File: src/rtl/uart_pkg.sv
// ============================================================================
// Module      : uart_pkg
// Description : Shared types and helpers for the uart_fifo_xcvr transceiver.
//               Optional parity support is selected with UART_PARITY_EN.
// Revision    : 1.0 - initial release
// ============================================================================
`default_nettype none

package uart_pkg;

    // Transmit state machine encoding
    typedef enum logic [2:0] {
        TX_IDLE   = 3'd0,
        TX_START  = 3'd1,
        TX_DATA   = 3'd2,
`ifdef UART_PARITY_EN
        TX_PARITY = 3'd3,
`endif
        TX_STOP   = 3'd4
    } tx_state_t;

    // Receive state machine encoding
    typedef enum logic [2:0] {
        RX_IDLE   = 3'd0,
        RX_START  = 3'd1,
        RX_DATA   = 3'd2,
`ifdef UART_PARITY_EN
        RX_PARITY = 3'd3,
`endif
        RX_STOP   = 3'd4
    } rx_state_t;

    // Bit-period counter width for a given clocks-per-bit value (CNT_W)
    function automatic int cnt_width(input int clks);
        return $clog2(clks);
    endfunction

    // Even-parity bit of up to 8 data bits (unused upper bits must be zero)
    function automatic logic parity_of(input logic [7:0] d);
        return ^d;
    endfunction

endpackage

`default_nettype wire

File: src/rtl/uart_sync_fifo.sv
// ============================================================================
// Module      : uart_sync_fifo
// Description : Small synchronous FIFO with show-ahead head output. Pointers
//               carry one extra wrap bit so full and empty are unambiguous.
//               A push while full is accepted if a pop happens in the same cycle.
// Revision    : 1.0 - initial release
// ============================================================================
`default_nettype none

module uart_sync_fifo #(
    parameter int WIDTH = 8,
    parameter int DEPTH = 4
) (
    input  logic             clk,
    input  logic             rst_n,
    input  logic             i_push,
    input  logic [WIDTH-1:0] i_data,
    input  logic             i_pop,
    output logic [WIDTH-1:0] o_head,
    output logic             o_full,
    output logic             o_empty
);

    localparam int AW = $clog2(DEPTH);

    logic [AW:0]      r_wr_ptr;
    logic [AW:0]      r_rd_ptr;
    logic [WIDTH-1:0] r_mem [DEPTH];

    logic w_empty;
    logic w_full;
    logic w_do_pop;
    logic w_do_push;

    assign w_empty   = (r_wr_ptr == r_rd_ptr);
    assign w_full    = (r_wr_ptr[AW] != r_rd_ptr[AW]) &&
                       (r_wr_ptr[AW-1:0] == r_rd_ptr[AW-1:0]);
    assign w_do_pop  = i_pop & ~w_empty;
    assign w_do_push = i_push & (~w_full | w_do_pop);

    assign o_empty = w_empty;
    assign o_full  = w_full;
    // Head reads as zero when empty so the consumer never sees stale data
    assign o_head  = w_empty ? '0 : r_mem[r_rd_ptr[AW-1:0]];

    // Pointer update and storage write
    always_ff @(posedge clk or negedge rst_n) begin
        if (!rst_n) begin
            r_wr_ptr <= '0;
            r_rd_ptr <= '0;
            for (int i = 0; i < DEPTH; i++) begin
                r_mem[i] <= '0;
            end
        end else begin
            if (w_do_push) begin
                r_mem[r_wr_ptr[AW-1:0]] <= i_data;
                r_wr_ptr                <= r_wr_ptr + 1'b1;
            end
            if (w_do_pop) begin
                r_rd_ptr <= r_rd_ptr + 1'b1;
            end
        end
    end

endmodule

`default_nettype wire

File: src/rtl/uart_fifo_xcvr.sv
// ============================================================================
// Module      : uart_fifo_xcvr
// Description : Full-duplex UART with configurable frame format and a small
//               valid/ready FIFO on each direction. Define UART_PARITY_EN to
//               add a parity bit (parity_odd selects odd/even).
// Revision    : 1.0 - initial release
// ============================================================================
`default_nettype none

module uart_fifo_xcvr
    import uart_pkg::*;
#(
    parameter int CLKS_PER_BIT = 434,
    parameter int DATA_BITS    = 8,
    parameter int STOP_BITS    = 1,
    parameter int FIFO_DEPTH   = 4
) (
    input  logic                 clk,
    input  logic                 rst_n,
`ifdef UART_PARITY_EN
    input  logic                 parity_odd,
`endif
    input  logic                 io_rxd,
    output logic                 io_txd,
    input  logic [DATA_BITS-1:0] tx_data,
    input  logic                 tx_valid,
    output logic                 tx_ready,
    output logic [DATA_BITS-1:0] rx_data,
    output logic                 rx_valid,
    input  logic                 rx_ready,
    output logic                 frame_err,
    output logic                 rx_overrun,
    output logic                 parity_err
);

    localparam int CNT_W = cnt_width(CLKS_PER_BIT);
    localparam int BIT_W = $clog2(DATA_BITS);

    // ------------------------------------------------------------------------
    // FIFOs
    // ------------------------------------------------------------------------
    logic                 w_tx_full;
    logic                 w_tx_empty;
    logic [DATA_BITS-1:0] w_tx_head;
    logic                 w_tx_load;

    logic                 w_rx_full;
    logic                 w_rx_empty;
    logic                 w_rx_push;

    logic [DATA_BITS-1:0] r_rx_shift;

    uart_sync_fifo #(
        .WIDTH (DATA_BITS),
        .DEPTH (FIFO_DEPTH)
    ) u_tx_fifo (
        .clk     (clk),
        .rst_n   (rst_n),
        .i_push  (tx_valid & ~w_tx_full),
        .i_data  (tx_data),
        .i_pop   (w_tx_load),
        .o_head  (w_tx_head),
        .o_full  (w_tx_full),
        .o_empty (w_tx_empty)
    );

    uart_sync_fifo #(
        .WIDTH (DATA_BITS),
        .DEPTH (FIFO_DEPTH)
    ) u_rx_fifo (
        .clk     (clk),
        .rst_n   (rst_n),
        .i_push  (w_rx_push),
        .i_data  (r_rx_shift),
        .i_pop   (rx_ready),
        .o_head  (rx_data),
        .o_full  (w_rx_full),
        .o_empty (w_rx_empty)
    );

    assign tx_ready = ~w_tx_full;
    assign rx_valid = ~w_rx_empty;

    // ------------------------------------------------------------------------
    // Transmitter
    // ------------------------------------------------------------------------
    tx_state_t            r_tx_state;
    logic [CNT_W-1:0]     r_tx_cnt;
    logic [BIT_W-1:0]     r_tx_bit;
    logic                 r_tx_stop;
    logic [DATA_BITS-1:0] r_tx_shift;
    logic                 r_txd;
`ifdef UART_PARITY_EN
    logic                 r_tx_par;
`endif

    logic w_tx_cnt_last;
    logic w_tx_stop_last;

    assign w_tx_cnt_last  = (r_tx_cnt == CNT_W'(CLKS_PER_BIT - 1));
    assign w_tx_stop_last = (r_tx_state == TX_STOP) && w_tx_cnt_last &&
                            ((STOP_BITS == 1) || r_tx_stop);
    // Load a new frame from idle, or straight out of the final stop bit
    assign w_tx_load      = ~w_tx_empty && ((r_tx_state == TX_IDLE) || w_tx_stop_last);
    assign io_txd         = r_txd;

    // TX frame sequencer; the load at the bottom overrides the case result
    always_ff @(posedge clk or negedge rst_n) begin
        if (!rst_n) begin
            r_tx_state <= TX_IDLE;
            r_tx_cnt   <= '0;
            r_tx_bit   <= '0;
            r_tx_stop  <= 1'b0;
            r_tx_shift <= '0;
            r_txd      <= 1'b1;
`ifdef UART_PARITY_EN
            r_tx_par   <= 1'b0;
`endif
        end else begin
            r_tx_cnt <= w_tx_cnt_last ? '0 : r_tx_cnt + 1'b1;
            case (r_tx_state)
                TX_IDLE: begin
                    r_tx_cnt <= '0;
                end
                TX_START: begin
                    if (w_tx_cnt_last) begin
                        r_tx_state <= TX_DATA;
                        r_tx_bit   <= '0;
                        r_txd      <= r_tx_shift[0];
                    end
                end
                TX_DATA: begin
                    if (w_tx_cnt_last) begin
                        if (r_tx_bit == BIT_W'(DATA_BITS - 1)) begin
`ifdef UART_PARITY_EN
                            r_tx_state <= TX_PARITY;
                            r_txd      <= r_tx_par;
`else
                            r_tx_state <= TX_STOP;
                            r_tx_stop  <= 1'b0;
                            r_txd      <= 1'b1;
`endif
                        end else begin
                            r_tx_bit   <= r_tx_bit + 1'b1;
                            r_tx_shift <= r_tx_shift >> 1;
                            r_txd      <= r_tx_shift[1];
                        end
                    end
                end
`ifdef UART_PARITY_EN
                TX_PARITY: begin
                    if (w_tx_cnt_last) begin
                        r_tx_state <= TX_STOP;
                        r_tx_stop  <= 1'b0;
                        r_txd      <= 1'b1;
                    end
                end
`endif
                TX_STOP: begin
                    if (w_tx_stop_last) begin
                        r_tx_state <= TX_IDLE;
                    end else if (w_tx_cnt_last) begin
                        r_tx_stop <= 1'b1;
                    end
                end
                default: begin
                    r_tx_state <= TX_IDLE;
                    r_txd      <= 1'b1;
                end
            endcase
            if (w_tx_load) begin
                r_tx_state <= TX_START;
                r_tx_cnt   <= '0;
                r_tx_shift <= w_tx_head;
                r_txd      <= 1'b0;
`ifdef UART_PARITY_EN
                r_tx_par   <= parity_of(8'(w_tx_head)) ^ parity_odd;
`endif
            end
        end
    end

    // ------------------------------------------------------------------------
    // Receiver
    // ------------------------------------------------------------------------
    logic r_sync1;
    logic r_sync2;
    logic r_sync3;

    // Two-flop synchroniser plus one delayed copy for edge detection
    always_ff @(posedge clk or negedge rst_n) begin
        if (!rst_n) begin
            r_sync1 <= 1'b1;
            r_sync2 <= 1'b1;
            r_sync3 <= 1'b1;
        end else begin
            r_sync1 <= io_rxd;
            r_sync2 <= r_sync1;
            r_sync3 <= r_sync2;
        end
    end

    rx_state_t        r_rx_state;
    logic [CNT_W-1:0] r_rx_cnt;
    logic [BIT_W-1:0] r_rx_bit;
`ifdef UART_PARITY_EN
    logic             r_rx_par_bit;
    logic             r_rx_odd;
`endif

    logic w_rx_cnt_last;
    logic w_rx_half;
    logic w_rx_stop_eval;
    logic w_rx_par_ok;

    assign w_rx_cnt_last  = (r_rx_cnt == CNT_W'(CLKS_PER_BIT - 1));
    assign w_rx_half      = (r_rx_cnt == CNT_W'(CLKS_PER_BIT / 2 - 1));
    assign w_rx_stop_eval = (r_rx_state == RX_STOP) && w_rx_cnt_last;
`ifdef UART_PARITY_EN
    assign w_rx_par_ok    = (r_rx_par_bit == (parity_of(8'(r_rx_shift)) ^ r_rx_odd));
`else
    assign w_rx_par_ok    = 1'b1;
`endif
    assign w_rx_push      = w_rx_stop_eval && r_sync2 && w_rx_par_ok;

    // RX frame sequencer: samples each bit at its mid-point
    always_ff @(posedge clk or negedge rst_n) begin
        if (!rst_n) begin
            r_rx_state   <= RX_IDLE;
            r_rx_cnt     <= '0;
            r_rx_bit     <= '0;
            r_rx_shift   <= '0;
`ifdef UART_PARITY_EN
            r_rx_par_bit <= 1'b0;
            r_rx_odd     <= 1'b0;
`endif
        end else begin
            r_rx_cnt <= w_rx_cnt_last ? '0 : r_rx_cnt + 1'b1;
            case (r_rx_state)
                RX_IDLE: begin
                    r_rx_cnt <= '0;
                    if (r_sync3 && !r_sync2) begin
                        r_rx_state <= RX_START;
`ifdef UART_PARITY_EN
                        r_rx_odd   <= parity_odd;
`endif
                    end
                end
                RX_START: begin
                    if (w_rx_half) begin
                        r_rx_cnt <= '0;
                        r_rx_bit <= '0;
                        // A high line at mid-start is a glitch: drop silently
                        r_rx_state <= r_sync2 ? RX_IDLE : RX_DATA;
                    end
                end
                RX_DATA: begin
                    if (w_rx_cnt_last) begin
                        r_rx_shift <= {r_sync2, r_rx_shift[DATA_BITS-1:1]};
                        if (r_rx_bit == BIT_W'(DATA_BITS - 1)) begin
`ifdef UART_PARITY_EN
                            r_rx_state <= RX_PARITY;
`else
                            r_rx_state <= RX_STOP;
`endif
                        end else begin
                            r_rx_bit <= r_rx_bit + 1'b1;
                        end
                    end
                end
`ifdef UART_PARITY_EN
                RX_PARITY: begin
                    if (w_rx_cnt_last) begin
                        r_rx_par_bit <= r_sync2;
                        r_rx_state   <= RX_STOP;
                    end
                end
`endif
                RX_STOP: begin
                    if (w_rx_cnt_last) begin
                        r_rx_state <= RX_IDLE;
                    end
                end
                default: begin
                    r_rx_state <= RX_IDLE;
                end
            endcase
        end
    end

    logic r_frame_err;
    logic r_overrun;
    logic r_par_err;

    // Error pulses; a bad stop bit masks a parity error in the same frame
    always_ff @(posedge clk or negedge rst_n) begin
        if (!rst_n) begin
            r_frame_err <= 1'b0;
            r_overrun   <= 1'b0;
            r_par_err   <= 1'b0;
        end else begin
            r_frame_err <= w_rx_stop_eval && !r_sync2;
            r_par_err   <= w_rx_stop_eval && r_sync2 && !w_rx_par_ok;
            r_overrun   <= w_rx_push && w_rx_full && !(rx_ready && !w_rx_empty);
        end
    end

    assign frame_err  = r_frame_err;
    assign rx_overrun = r_overrun;
`ifdef UART_PARITY_EN
    assign parity_err = r_par_err;
`else
    assign parity_err = 1'b0;
`endif

endmodule

`default_nettype wire
File: config.mk
export PLATFORM = sky130hd
export DESIGN_NAME = uart_fifo_xcvr
export DESIGN_NICKNAME = d
export VERILOG_FILES = /design/src/rtl/uart_pkg.sv /design/src/rtl/uart_sync_fifo.sv /design/src/rtl/uart_fifo_xcvr.sv
export SDC_FILE = /design/constraint.sdc
export NUM_CORES = 1
export LEC_CHECK = 0
export CORE_ASPECT_RATIO = 0.75
export CORE_MARGIN = 4
export CORE_UTILIZATION = 60
export DETAILED_ROUTE_END_ITERATION = 10
export PLACE_DENSITY = 0.83
export SLEW_MARGIN = 20
export SYNTH_ARGS = -nofsm -noshare
export SYNTH_HDL_FRONTEND = slang
export SYNTH_HIERARCHICAL = 1
export SYNTH_SLANG_ARGS = --single-unit
File: constraint.sdc
create_clock -name clk -period 4.6 [get_ports clk]
set_input_delay 1.15 -clock clk [delete_from_list [all_inputs] [get_ports clk]]
set_output_delay 1.15 -clock clk [all_outputs]
set_load 0.005 [all_outputs]
# Yosys cells after proc, flatten, opt, wreduce, memory -nomap -nowiden
# Cells that the tools add are included.
[op_classes] muxes=50 bitwise_logic=15 n_addsub=8 n_eq_ne=33 n_reduce_logical=31 magnitude_cmp=6
[ops] operator="2-to-1 mux 8 bit" n=12
[ops] operator="bitwise mux 32 bit" n=2
[ops] operator="2-to-1 mux 3 bit" n=16
[ops] operator="2-to-1 mux 9 bit" n=5
[ops] operator="binary-select mux 8 bit (select 2 bit)" n=2
[ops] operator="demux 8 bit (select 2 bit)" n=2
[ops] operator="case mux 3 bit (4 select lines)" n=2
[ops] operator="adder 3 x 1 -> 3 bit (second input constant)" n=6
[ops] operator="adder 9 x 1 -> 9 bit (second input constant)" n=2
[ops] operator="== test 9 bit (second input constant)" n=2
[ops] operator="inequality test 2 bit (second input constant)" n=9
[ops] operator="case mux 9 bit (2 select lines)" n=1
[ops] operator="logical AND 1 bit" n=13
[ops] operator="== test 3 bit (second input constant)" n=4
[ops] operator=">= comparator 3 bit (second input constant)" n=4
[ops] operator="inequality test 3 x 2 -> 1 bit (second input constant)" n=4
[ops] operator="NOT 2 -> 3 bit" n=4
[ops] operator="case mux 3 bit (2 select lines)" n=2
[ops] operator="AND reduction 5 bit" n=2
[ops] operator="== test 9 x 8 -> 1 bit (second input constant)" n=1
[ops] operator="AND reduction 4 bit" n=2
[ops] operator="nonzero test 2 bit" n=4
[ops] operator="== test 3 x 1 -> 1 bit (second input constant)" n=2
[ops] operator="== test 3 x 2 -> 1 bit (second input constant)" n=2
[ops] operator="17 further kinds" n=38
[word_totals] ff_bits=128 out_inout_bits=14 elab_cells=169 inputBits=13

# Depth between registers and ports, before layout
# Gate-level depths: netlist (run 1).
[logic_depth] depth_word=7 depth_mapped=8 mapped_depth_nobuf=8

# Modules after synthesis
# Netlist (run 1), hierarchy kept.
[modules_own_cells] mod="uart_sync_fifo" area_each_um2=1925.6 cells_each=119 seq_area_each_um2=950.9 instances=2
[modules_own_cells] mod="uart_fifo_xcvr" area_each_um2=2585.0 cells_each=228 seq_area_each_um2=1306.3 instances=1

# Least setup slack after synthesis (run 1)
# No wires, ideal clock.
[synth_timing] path_type="register to register" from="register u_tx_fifo.r_rd_ptr[0]" to="register u_tx_fifo/r_mem[0] (netlist name)" period_less_slack_ns=3.045 stages_incl_launch_ff=9 setup_time_ns=0.125 path_slack_ns=1.555 t_required_ns=4.475 arrival_ns=2.920 path_buffers=2 cell_sequence="dfrtp_1 > buf_4 > xor2_2 > nor3_1 > or3_4 > a21oi_2 > clkbuf_2 > o41ai_4 > mux2_2"
[synth_between] elab_chain_len=6 word_cells_on_any_way=10 cone_classes="eq/ne (2); bitwise (6); reduce/logical (2)"
[synth_rtl] element="from (decl)" line="uart_sync_fifo.sv:27" rtl="logic [AW:0] r_rd_ptr;"
[synth_rtl] element="from (signal assigned)" line="uart_sync_fifo.sv:60" rtl="r_rd_ptr <= r_rd_ptr + 1'b1;"
[synth_rtl] element="== test 3 bit" line="uart_sync_fifo.sv:35" rtl="assign w_empty = (r_wr_ptr == r_rd_ptr);"
[synth_rtl] element="named net w_tx_empty" line="uart_fifo_xcvr.sv:43" rtl="logic w_tx_empty;"
[synth_rtl] element="NOT 1 bit" line="uart_fifo_xcvr.sv:104" rtl="assign w_tx_load = ~w_tx_empty && ((r_tx_state == TX_IDLE) || w_tx_stop_last);"
[synth_rtl] element="logical AND 1 bit" line="uart_fifo_xcvr.sv:104"
[synth_rtl] element="named net w_tx_load" line="uart_fifo_xcvr.sv:45" rtl="logic w_tx_load;"
[synth_rtl] element="bitwise AND 1 bit" line="uart_sync_fifo.sv:38" rtl="assign w_do_pop = i_pop & ~w_empty;"
[synth_rtl] element="OR 1 bit" line="uart_sync_fifo.sv:39" rtl="assign w_do_push = i_push & (~w_full | w_do_pop);"
[synth_rtl] element="bitwise AND 1 bit" line="uart_sync_fifo.sv:39"
[synth_rtl] element="to (signal, indexed assignment)" line="uart_sync_fifo.sv:56" rtl="r_mem[r_wr_ptr[AW-1:0]] <= i_data;"
[synth_rtl] element="to (decl)" line="uart_sync_fifo.sv:28" rtl="logic [WIDTH-1:0] r_mem [DEPTH];"
# The timed path passes the listed nets, and every way through them passes these cells.
# A chain may end at the register's enable or synchronous reset.

# Worst setup path after layout (run 1)
[layout_timing] from="register u_tx_fifo.r_rd_ptr[0]" to="output port tx_ready"
[layout_between] elab_chain_len=3
[layout_rtl] element="== test 2 bit" line="uart_sync_fifo.sv:37" rtl="(r_wr_ptr[AW-1:0] == r_rd_ptr[AW-1:0]);"
[layout_rtl] element="logical AND 1 bit" line="uart_sync_fifo.sv:36" rtl="assign w_full = (r_wr_ptr[AW] != r_rd_ptr[AW]) &&"
[layout_rtl] element="named net w_tx_full" line="uart_fifo_xcvr.sv:42" rtl="logic w_tx_full;"
[layout_rtl] element="NOT 1 bit" line="uart_fifo_xcvr.sv:81" rtl="assign tx_ready = ~w_tx_full;"
[layout_rtl] element="to (decl)" line="uart_fifo_xcvr.sv:27" rtl="output logic tx_ready,"
# The timed path passes the listed nets, and every way through them passes these cells.

==> results of run 1 <==
## layer usage
metal	GRT usage (%)	vias to the layer above
met5	0	-
met4	5.14	0
met3	6.70	12
met2	30.7	95
met1	31.1	2023
li1	-	1793
## power breakdown
part / switching (mW) / total [mW] / leakage (nW) / internal (mW)
registers: 0.258 / 1.64 / 1.66 / 1.38
logic: 0.513 / 1.10 / 1.31 / 0.589
clock network: 0.522 / 1.34 / 0.289 / 0.813
## synth_stat cells, types with 5 or more instances
master	n
nor2_1	32
mux4_2	16
o41ai_4	8
dfrtp_1	124
xnor2_1	16
nand3_1	6
nor3_1	7
mux2_1	12
ha_1	19
and2_1	9
nand2_1	9
xor2_1	8
o31ai_1	5
inv_1	16
mux2_2	78
nor2b_1	18
## sequential cells by signal, summed over array words and instances, names as in the netlist, 3 cells and up
signal and cells:
r_rx_bit 3, r_tx_state 3, r_tx_cnt 9, u_tx_fifo/r_wr_ptr 3, u_rx_fifo/r_mem 32, r_rx_state 3
u_rx_fifo/r_wr_ptr 3, r_rx_shift 8, u_rx_fifo/r_rd_ptr 3, r_rx_cnt 9, r_tx_shift 8, u_tx_fifo/r_rd_ptr 3
u_tx_fifo/r_mem 32, r_tx_bit 3
## logic make-up (layout without fill, tap and decap cells)
group / Yosys count / after routing / share of synthesized area (%)
flops: 128 / 128 / 49.8
mux: 107 / 107 / 21.5
simple gates: 107 / 107 / 9.66
compound gates: 46 / 46 / 8.15
xor+xnor: 30 / 30 / 5.13
buf+inv: 28 / 79 / 1.96
fa+ha+maj: 19 / 19 / 3.69
other cells: 1 / 1 / 0.0583
## final cells by class
cell class	instances	area [um2]
fillers	683	2940
repair buffers	31	293
flip-flops and latches	128	3210
well taps	136	170
inverters	16	60.1
clock buffers	17	425
clock inverters	15	173
multi-input cells	310	3100
## critical path: stages, from the launching register on
cell,delay [ps]
dfrtp_1,750
xor2_2,620
nor3_1,160
inv_1,90
clkdlybuf4s50_1,500
## cell usage in the layout, fill, tap and decap left out, drive strengths merged, types with 2 or more instances in the layout
master	n
dfrtp	124
mux2	90
nor2	32
clkdlybuf4s50	24
inv	23
ha	19
nor2b	18
xnor2	18
clkbuf	17
mux4	16
xor2	12
o41ai	10
nand2	9
and2	9
nor3	7
buf	7
nand3	6
o31ai	5
nand4b	4
a22o	4
dfstp	4
clkinv	4
nand4bb	3
o21ai	3
nand4	3
a32o	3
o311ai	3
a21oi	3
and4b	2
a21o	2
nor3b	2
and3	2
a211oi	2
clkinvlp	2
bufinv	2
or3	2
nor4	2
or3b	2
## worst min-delay path by stage
stage | from | to | slack [ps]
after floorplan | r_sync1 | r_sync2 | 350
after global placement | r_sync1 | r_sync2 | 350
after CTS | r_sync1 | r_sync2 | 360
final | r_sync1 | r_sync2 | 360
after global routing | r_sync1 | r_sync2 | 370
after detailed placement | r_sync1 | r_sync2 | 350
## through the flow
| step | power [mW] | instances | hold WS, ps | utilization [%] |
|---|---|---|---|---|
| 2_1_floorplan | 2.47 | 466 | 345 | - |
| 3_3_place_gp | 2.68 | 621 | 346 | 65.9 |
| 3_5_place_dp | 2.75 | 621 | 347 | 65.9 |
| 4_1_cts | 4.10 | 653 | 356 | 71.7 |
| 5_1_grt | 4.30 | 653 | 368 | 71.7 |
| 6_report | 4.08 | 653 | 355 | 71.7 |
==> summary.md, run 1 <==
| Metric | Value |
|---|---|
| DIE HEIGHT | 97.7 um |
| Worst VDD drop | 0.000394 V |
| Port Buffers | 25 |
| Most used DFF post-synth | dfrtp_1 |
| Inserted Diodes | 0 |
| Status | completed |
| Final Cell Area | 7430 um2 |
| Syn_area_per_cell | 13.8 um2 |
| Nets | 536 |
| Die width | 128 um |
| Layout cells sized above 1 | 30.4% |
| # IOs | 27 |
| Critical R2R Capture | u_tx_fifo/r_mem[7] |
| F_max | 271 MHz |
| Final WS setup | 916 ps |
| CP Launch Point | u_tx_fifo/r_rd_ptr[0] |
| Cells after Synth | 466 |
| Post-Place Setup Slack | 1140 ps |
| H-Tree Depth | 4 |
| Final period util | 80.1% |
| Vias per cell | 6.01 |
| Layout Skew | 8.39 ps |
| Cell taking the most area after synthesis | dfrtp_1 |
| Max Slew Vio Count | 0 |
| GPL Wtd Cong | 0.820 |
| Yosys cell types | 62 |
| Routed Antenna Nets | 0 |
| R2R Setup Slk | 1130 ps |
| Initial DRT Pass Iterations | 5 |
| Req. time, crit path | 3450 ps |
| Worst Path Arrival | 2530 ps |
| Least-Margin Pin Slew | 1090 ps |
| GRT Overall Usage | 21.1% |
| Post-CTS sizing | 0 |
| Min Tclk post-route | 3680 ps |
| Worst-skew pair later-pin latency | 410 ps |
| Max clock buf depth | 2 |
| Final wirelength | 12.1 mm |
| Post-CTS setup buffers | 0 |
| CTS tree | done |
| First-pass GRT wire length | 20.9 mm |
| Largest net degree at the start of global routing | 61 |
| Initial antenna violation count | 0 |
| Drt first-iter violations | 292 |
| Highest routed layer | met4 |
| Top-area cell type share of the netlist area | 48.2% |
| Wire length per cell | 18.5 um |
| CP Class | flip-flop to output pin |
| Clock transition at path regs | 60 ps |
| Worst setup path endpoint | tx_ready |
| Met3 wire len | 548 um |
| Max-Slew Margin vs Limit | 26.5% |
| RSZ-0062 raised after global routing | false |
| Sequential fraction of the synthesis area | 49.8% |
| Site row count | 32 |
| Placed cell areas | 6830 um2 |
| Initial Util | 62.1% |
| Ys Warns | 6 |
| Drt drc | 0 |
| Clock sink total | 128 |
| Seq cells post-synth | 128 |
| R2R depth | 8 |
| Root buf cell | clkbuf_16 |
| Worst R2R Start | u_tx_fifo/r_rd_ptr[0] |
| Vias in the first global route | 4109 |
| Setup violators final | 0 |
| Top cells by area, synth | dfrtp_1 (48%), mux2_2 (14%), mux4_2 (5.6%) |
| Hold Path Class | flip-flop to flip-flop |
| Maxcap violations | 0 |
| Die ar. | 12500 um2 |
| Setup TNS | 0 ps |
| Worst Hold Depth | 0 |
| Number of hold buffers added after CTS | 0 |
| Layout area overhead | 15.5% |
| Vias | 3923 |
| Setup crit end kind | output pin |
| Syn nets | 498 |
| Crit Path Max Fanout | 11 |
| Pwr Density | 549 nW/um2 |
| Routed length on met2 | 5.56 mm |
| Met1 WL | 5.84 mm |
| Number of synthesized flops with an enable pin | 0 |
| GR Overflow Total | 0 |
| Mapped cell area | 6440 um2 |
| Fraction of registers with async set/reset | 100% |
| Setup crit start kind | flip-flop |
| DPL Wire Length | 8.25 mm |
| Final hold viol count | 0 |
| Leakage power | 3.26 nW |
| Cts bufs inserted | 17 |
| Core Box Area | 10400 um2 |
Power figures use the tool's default switching activity.
==> inputs of run 2 (changes only) <==
CORE_UTILIZATION = 55   (was 60)
PLACE_DENSITY = 0.8   (was 0.83)
clock period = 3.13 ns   (was 4.6 ns; I/O delays follow)
==> summary.md, run 2 (synthesis gave the netlist of run 1 again) <==
| Metric | Value |
|---|---|
| Status | completed |
| CP Class | flip-flop to output pin |
| Clock sink total | 128 (unchanged) |
| CP max stage cell | xor2_2 |
| R2R depth | 7 (-1) |
| Clock transition at path regs | 60 ps (about the same) |
| Fillers | 784 (+15%) |
| Cts bufs inserted | 17 (unchanged) |
| Pwr Density | 791 nW/um2 (+44%) |
| Worst Path Arrival | 2230 ps (-300 ps) |
| Crit Path Max Fanout | 9 (-2) |
| Max Slew Vio Count | 0 (unchanged) |
| Final wirelength | 12.3 mm (+1.7%) |
| Worst VDD drop | 0.000535 V (+36%) |
| Drt drc | 0 (unchanged) |
| Largest regs | u_rx_fifo/r_mem x32, u_tx_fifo/r_mem x32 |
| Grt met1 use | 26.8% (-4.4 points) |
| # IOs | 27 (unchanged) |
| Die ar. | 13500 um2 (+8.4%) |
| GRT Overall Usage | 19.5% (-1.7 points) |
| Finished Layout Cells | 681 (+4.3%) |
| CTS tree | done |
| Largest net degree at the start of global routing | 65 (+6.6%) |
| Wire length per cell | 18.0 um (-2.5%) |
| Die width | 133 um (+4.2%) |
| Routed Antenna Nets | 0 (unchanged) |
| Layout area overhead | 16.2% |
| Final period util | 96.3% |
| Maxcap violations | 0 (unchanged) |
| Final WS setup | 116 ps (-801 ps) |
| Delay-heaviest family, CP | buffers and inverters |
| F_max | 332 MHz |
| Biggest cell delay along the critical path | 590 ps (-160 ps) |
| Max clock buf depth | 2 (unchanged) |
| Layout cells sized above 1 | 31.1% (+0.74 points) |
| GR Overflow Total | 0 (unchanged) |
| Vias in the first global route | 4062 (-1.1%) |
| Post-layout util | 66.9% (-4.8 points) |
| Total power | 5.92 mW (+45%) |
| Layout Skew | 8.06 ps (-0.331 ps) |
| Root buf cell | clkbuf_16 |
| Buf+Inv Stages, Crit Path | 2 (unchanged) |
| Least-Margin Pin Slew | 1070 ps (-25.1 ps) |
| Hold Slack | 287 ps (-67.8 ps) |
| Critical path depth | 4 (unchanged) |
| Dpl cells | 649 (+4.5%) |
| Setup crit end kind | output pin |
| Hold Path Class | input port to async pin |
| First-pass GRT wire length | 20.7 mm (-1.3%) |
| Setup TNS | 0 ps (unchanged) |
| Vias | 3922 (-0.025%) |
| DPL Wire Length | 8.52 mm (+3.3%) |
| Met3 usage | 5.21% (-1.5 points) |
| Setup crit start kind | flip-flop |
| Initial antenna violation count | 0 (unchanged) |
| Req. time, crit path | 2350 ps (-1100 ps) |
| Leakage power | 3.27 nW (+0.19%) |
| M2 GR Usage | 31.4% (+0.63 points) |
| Nets | 543 (+1.3%) |
| Port Buffers | 25 (unchanged) |
| Min Tclk post-route | 3010 ps |
| Placed cell areas | 6920 um2 (+1.3%) |
| Post-Place Setup Slack | 164 ps (-972 ps) |
| Most frequent cells in the layout | dfrtp_1 (123), mux2_2 (78), nor2_1 (32) |
| Site row count | 33 (+3.1%) |
| Vias per cell | 5.76 (-4.1%) |
| H-Tree Depth | 4 (unchanged) |
| Worst path cell trace | xor2_2, nor3_1, inv_1, clkdlybuf4s50_1 |
| Worst-skew pair later-pin latency | 410 ps (about the same) |
| Drt first-iter violations | 213 (-27%) |
| Final Cell Area | 7480 um2 (+0.67%) |
| DIE HEIGHT | 102 um (+4.1%) |
| Global route hottest layer | met2 |
| Setup violators final | 0 (unchanged) |
| Core Box Area | 11200 um2 (+7.9%) |
| Initial DRT Pass Iterations | 4 (-1) |
| Max-Slew Margin vs Limit | 28.2% (+1.7 points) |
| GPL Wtd Cong | 0.850 (+3.6%) |
| Inserted Diodes | 0 (unchanged) |
| Final hold viol count | 0 (unchanged) |
| Commonest non-fill, non-tap cell in the layout | dfrtp_1 |
| Initial Util | 57.5% (-4.5 points) |
| RSZ-0062 raised after global routing | false |
[run 2: worst paths after layout]
kind | start | to | slack, ps
worst max-delay path | u_tx_fifo/r_wr_ptr[0] | tx_ready | 120
worst min-delay path | rst_n | rx_overrun | 290
worst max register to register | u_tx_fifo/r_wr_ptr[0] | u_tx_fifo/r_mem[7] | 150
worst min register to register | r_sync1 | r_sync2 | 370
max in group asynchronous | rst_n | r_sync1 | 2010
min in group clk | r_sync1 | r_sync2 | 370
[run 2: routing by layer]
| metal | vias to the layer above | routed length (um) | part of all wire (%) |
|---|---|---|---|
| met2 | 53 | 5980 | 49 |
| met4 | 0 | 59 | 0.48 |
| met1 | 2044 | 5810 | 47 |
| met3 | 8 | 408 | 3.3 |
| met5 | - | 0 | 0 |
| li1 | 1817 | - | - |
[run 2: what timing repair did]
| item | CTS | global route |
|---|---|---|
| setup buffers | 0 | 0 |
| setup endpoints to repair | 0 | 1 |
| resized for setup | 0 | 1 |
| hold buffers | 0 | 0 |
[run 2: power breakdown]
| group | switching [mW] | internal, mW | total, mW |
|---|---|---|---|
| Combinational | 0.831 | 0.892 | 1.72 |
| Clock | 0.742 | 1.11 | 1.86 |
| Sequential | 0.305 | 2.03 | 2.34 |
[run 2: final cells by class]
class | count | area (um2) | share of cell area (%)
clock buffers | 20 | 447 | 5.97
clock inverters | 12 | 109 | 1.46
inverters | 16 | 60.1 | 0.803
multi-input cells | 310 | 3100 | 41.5
flip-flops and latches | 128 | 3210 | 42.9
well taps | 157 | 196 | 2.63
repair buffers | 38 | 358 | 4.78
==> inputs of run 3 (changes only) <==
CORE_UTILIZATION = 58   (was 55)
DONT_BUFFER_PORTS = 1   (was not set)
TNS_END_PERCENT = 1   (was not set)
==> summary.md, run 3 (synthesis gave the netlist of run 1 again) <==
| Metric | Value |
|---|---|
| Status | completed |
| Buf+Inv Stages, Crit Path | 1 (-1) |
| Pwr Density | 847 nW/um2 (+7.1%) |
| Layout Skew | 12.1 ps (+4.05 ps) |
| Worst path cell trace | xor2_4, nor3_1, or3_4, a21oi_2, buf_4, o41ai_4, mux2_2 |
| Routed Antenna Nets | 0 (unchanged) |
| Number of hold buffers added after CTS | 0 (unchanged) |
| Vias per cell | 5.97 (+3.7%) |
| Cts bufs inserted | 17 (unchanged) |
| Maxcap violations | 0 (unchanged) |
| Drt drc | 0 (unchanged) |
| Crit Path Max Fanout | 9 (unchanged) |
| GR Overflow Total | 0 (unchanged) |
| DIE HEIGHT | 99.2 um (-2.4%) |
| Final period util | 89.9% (-6.4 points) |
| Setup violators final | 0 (unchanged) |
| Max-Slew Margin vs Limit | 41.3% (+13 points) |
| Initial antenna violation count | 0 (unchanged) |
| Die width | 130 um (-2.5%) |
| Nets | 512 (-5.7%) |
| GRT Overall Usage | 20.3% (+0.85 points) |
| Max clock buf depth | 2 (unchanged) |
| Worst Path Arrival | 3100 ps (+870 ps) |
| Fillers | 755 (-3.7%) |
| Most frequent cells in the layout | dfrtp_1 (124), mux2_2 (78), nor2_1 (32) |
| Reg power frac | 38.4% (-1.1 points) |
| Site row count | 33 (unchanged) |
| Post-CTS setup buffers | 0 (unchanged) |
| Largest net degree at the start of global routing | 129 (+98%) |
| Combinational fraction of design power | 27.2% (-1.9 points) |
| Wire length per cell | 18.8 um (+4.7%) |
| Commonest non-fill, non-tap cell in the layout | dfrtp_1 |
| CP max stage cell | o41ai_4 |
| Min Tclk post-route | 2810 ps (-200 ps) |
| Setup crit end kind | flip-flop |
| Die ar. | 12900 um2 (-4.8%) |
| Port Buffers | 0 (-100%) |
| Initial Util | 59.0% (+1.5 points) |
| H-Tree Depth | 4 (unchanged) |
| Leakage power | 3.20 nW (-2.2%) |
| Vias in the first global route | 4014 (-1.2%) |
| Req. time, crit path | 3420 ps (+1070 ps) |
| GPL Wtd Cong | 0.820 (-3.5%) |
| # IOs | 27 (unchanged) |
| Layout cells sized above 1 | 32.0% (+0.94 points) |
| Switching part of the total power | 30.5% (-1.2 points) |
| Post-CTS sizing | 0 (unchanged) |
| CP Class | flip-flop to flip-flop |
| Setup TNS | 0 ps (unchanged) |
| Post-layout util | 66.4% (-0.41 points) |
| Psw | 1.87 mW (-0.36%) |
| RSZ-0062 raised after global routing | false |
| Drt first-iter violations | 169 (-21%) |
| Root buf cell | clkbuf_16 |
| Initial DRT Pass Iterations | 6 (+2) |
| Worst VDD drop | 0.000584 V (+9.1%) |
| F_max | 355 MHz (+7.1%) |
| Largest regs | u_rx_fifo/r_mem x32, u_tx_fifo/r_mem x32 |
| Worst-skew pair later-pin latency | 410 ps (about the same) |
| Final wirelength | 11.9 mm (-2.7%) |
| Clock sink total | 128 (unchanged) |
| Max Slew Vio Count | 0 (unchanged) |
| Hold Path Class | input port to async pin |
| Final hold viol count | 0 (unchanged) |
| Clock transition at path regs | 60 ps (about the same) |
| Least-Margin Pin Slew | 878 ps (-191 ps) |
| Core Box Area | 10900 um2 (-2.6%) |
| Setup crit start kind | flip-flop |
| DPL Wire Length | 7.86 mm (-7.8%) |
| CTS tree | done |
| First-pass GRT wire length | 20.4 mm (-1.2%) |
| Clock power frac | 34.4% (+3.0 points) |
| Power Internal | 4.26 mW (+5.5%) |
| Delay-heaviest family, CP | compound AO/OA/AOI/OAI gates |
| Layout area overhead | 12.5% |
| Inserted Diodes | 0 (unchanged) |
| Biggest cell delay along the critical path | 780 ps (+190 ps) |
| Vias | 3781 (-3.6%) |
==> run 3: changes by cell type in the layout (fill, tap and decap cells not counted), moves of 3 or more <==
cell / before / now
clkdlybuf4s50_1: 24 / 0
buf_4: 13 / 7
bufinv_16: 1 / 4
clkinvlp_4: 5 / 2
==> run 3: area by class of cell <==
| cell class | instances | area (um2) | area share (%) |
|---|---|---|---|
| inverter | 16 | 60.1 | 0.829 |
| multi-input combinational | 310 | 3110 | 42.9 |
| clock buffer | 18 | 439 | 6.06 |
| timing repair buffer | 7 | 52.6 | 0.726 |
| sequential | 128 | 3210 | 44.3 |
| clock inverter | 14 | 201 | 2.78 |
| tap | 140 | 175 | 2.42 |
==> run 3: path summary, 6_finish.rpt <==
check	startpoint	endpoint	slack, ps	cells after the start
max	u_tx_fifo/r_wr_ptr[1]	u_tx_fifo/r_mem[4]	320	7
min	rst_n	u_rx_fifo/r_rd_ptr[2]	70	0
max reg2reg	u_tx_fifo/r_wr_ptr[1]	u_tx_fifo/r_mem[4]	320	7
min reg2reg	r_sync1	r_sync2	360	0
max in group asynchronous	rst_n	r_sync2	2800	0
min in group clk	r_sync1	r_sync2	360	0
==> run 3: power groups by stage <==
stage | combinational [mW] | clock (mW) | sequential [mW]
4_1_cts | 1.68 | 2.15 | 2.35
3_3_place_gp | 1.57 | 0 | 2.33
5_1_grt | 1.83 | 2.23 | 2.40
6_report | 1.67 | 2.11 | 2.36
3_5_place_dp | 1.65 | 0 | 2.37
2_1_floorplan | 1.38 | 0 | 2.25
==> run 3: routing by layer <==
metal  part of all wire [%]  global-route usage, %
met1                     46                   27.4
met2                     49                   32.4
met3                    3.8                   5.85
met4                    1.1                   5.99
met5                      0                      0
==> run 3: stage by stage <==
step / power (mW) / cells / hold slack [ps] / instance area [um2] / setup slack [ps]
2_1_floorplan: 3.63 / 466 / 345 / 6440 / 85.0
3_3_place_gp: 3.90 / 601 / 348 / 6600 / 384
3_5_place_dp: 4.01 / 601 / 349 / 6600 / 320
4_1_cts: 6.18 / 633 / 52.3 / 7240 / 300
5_1_grt: 6.46 / 633 / 38.4 / 7240 / 154
6_report: 6.14 / 633 / 68.6 / 7240 / 316
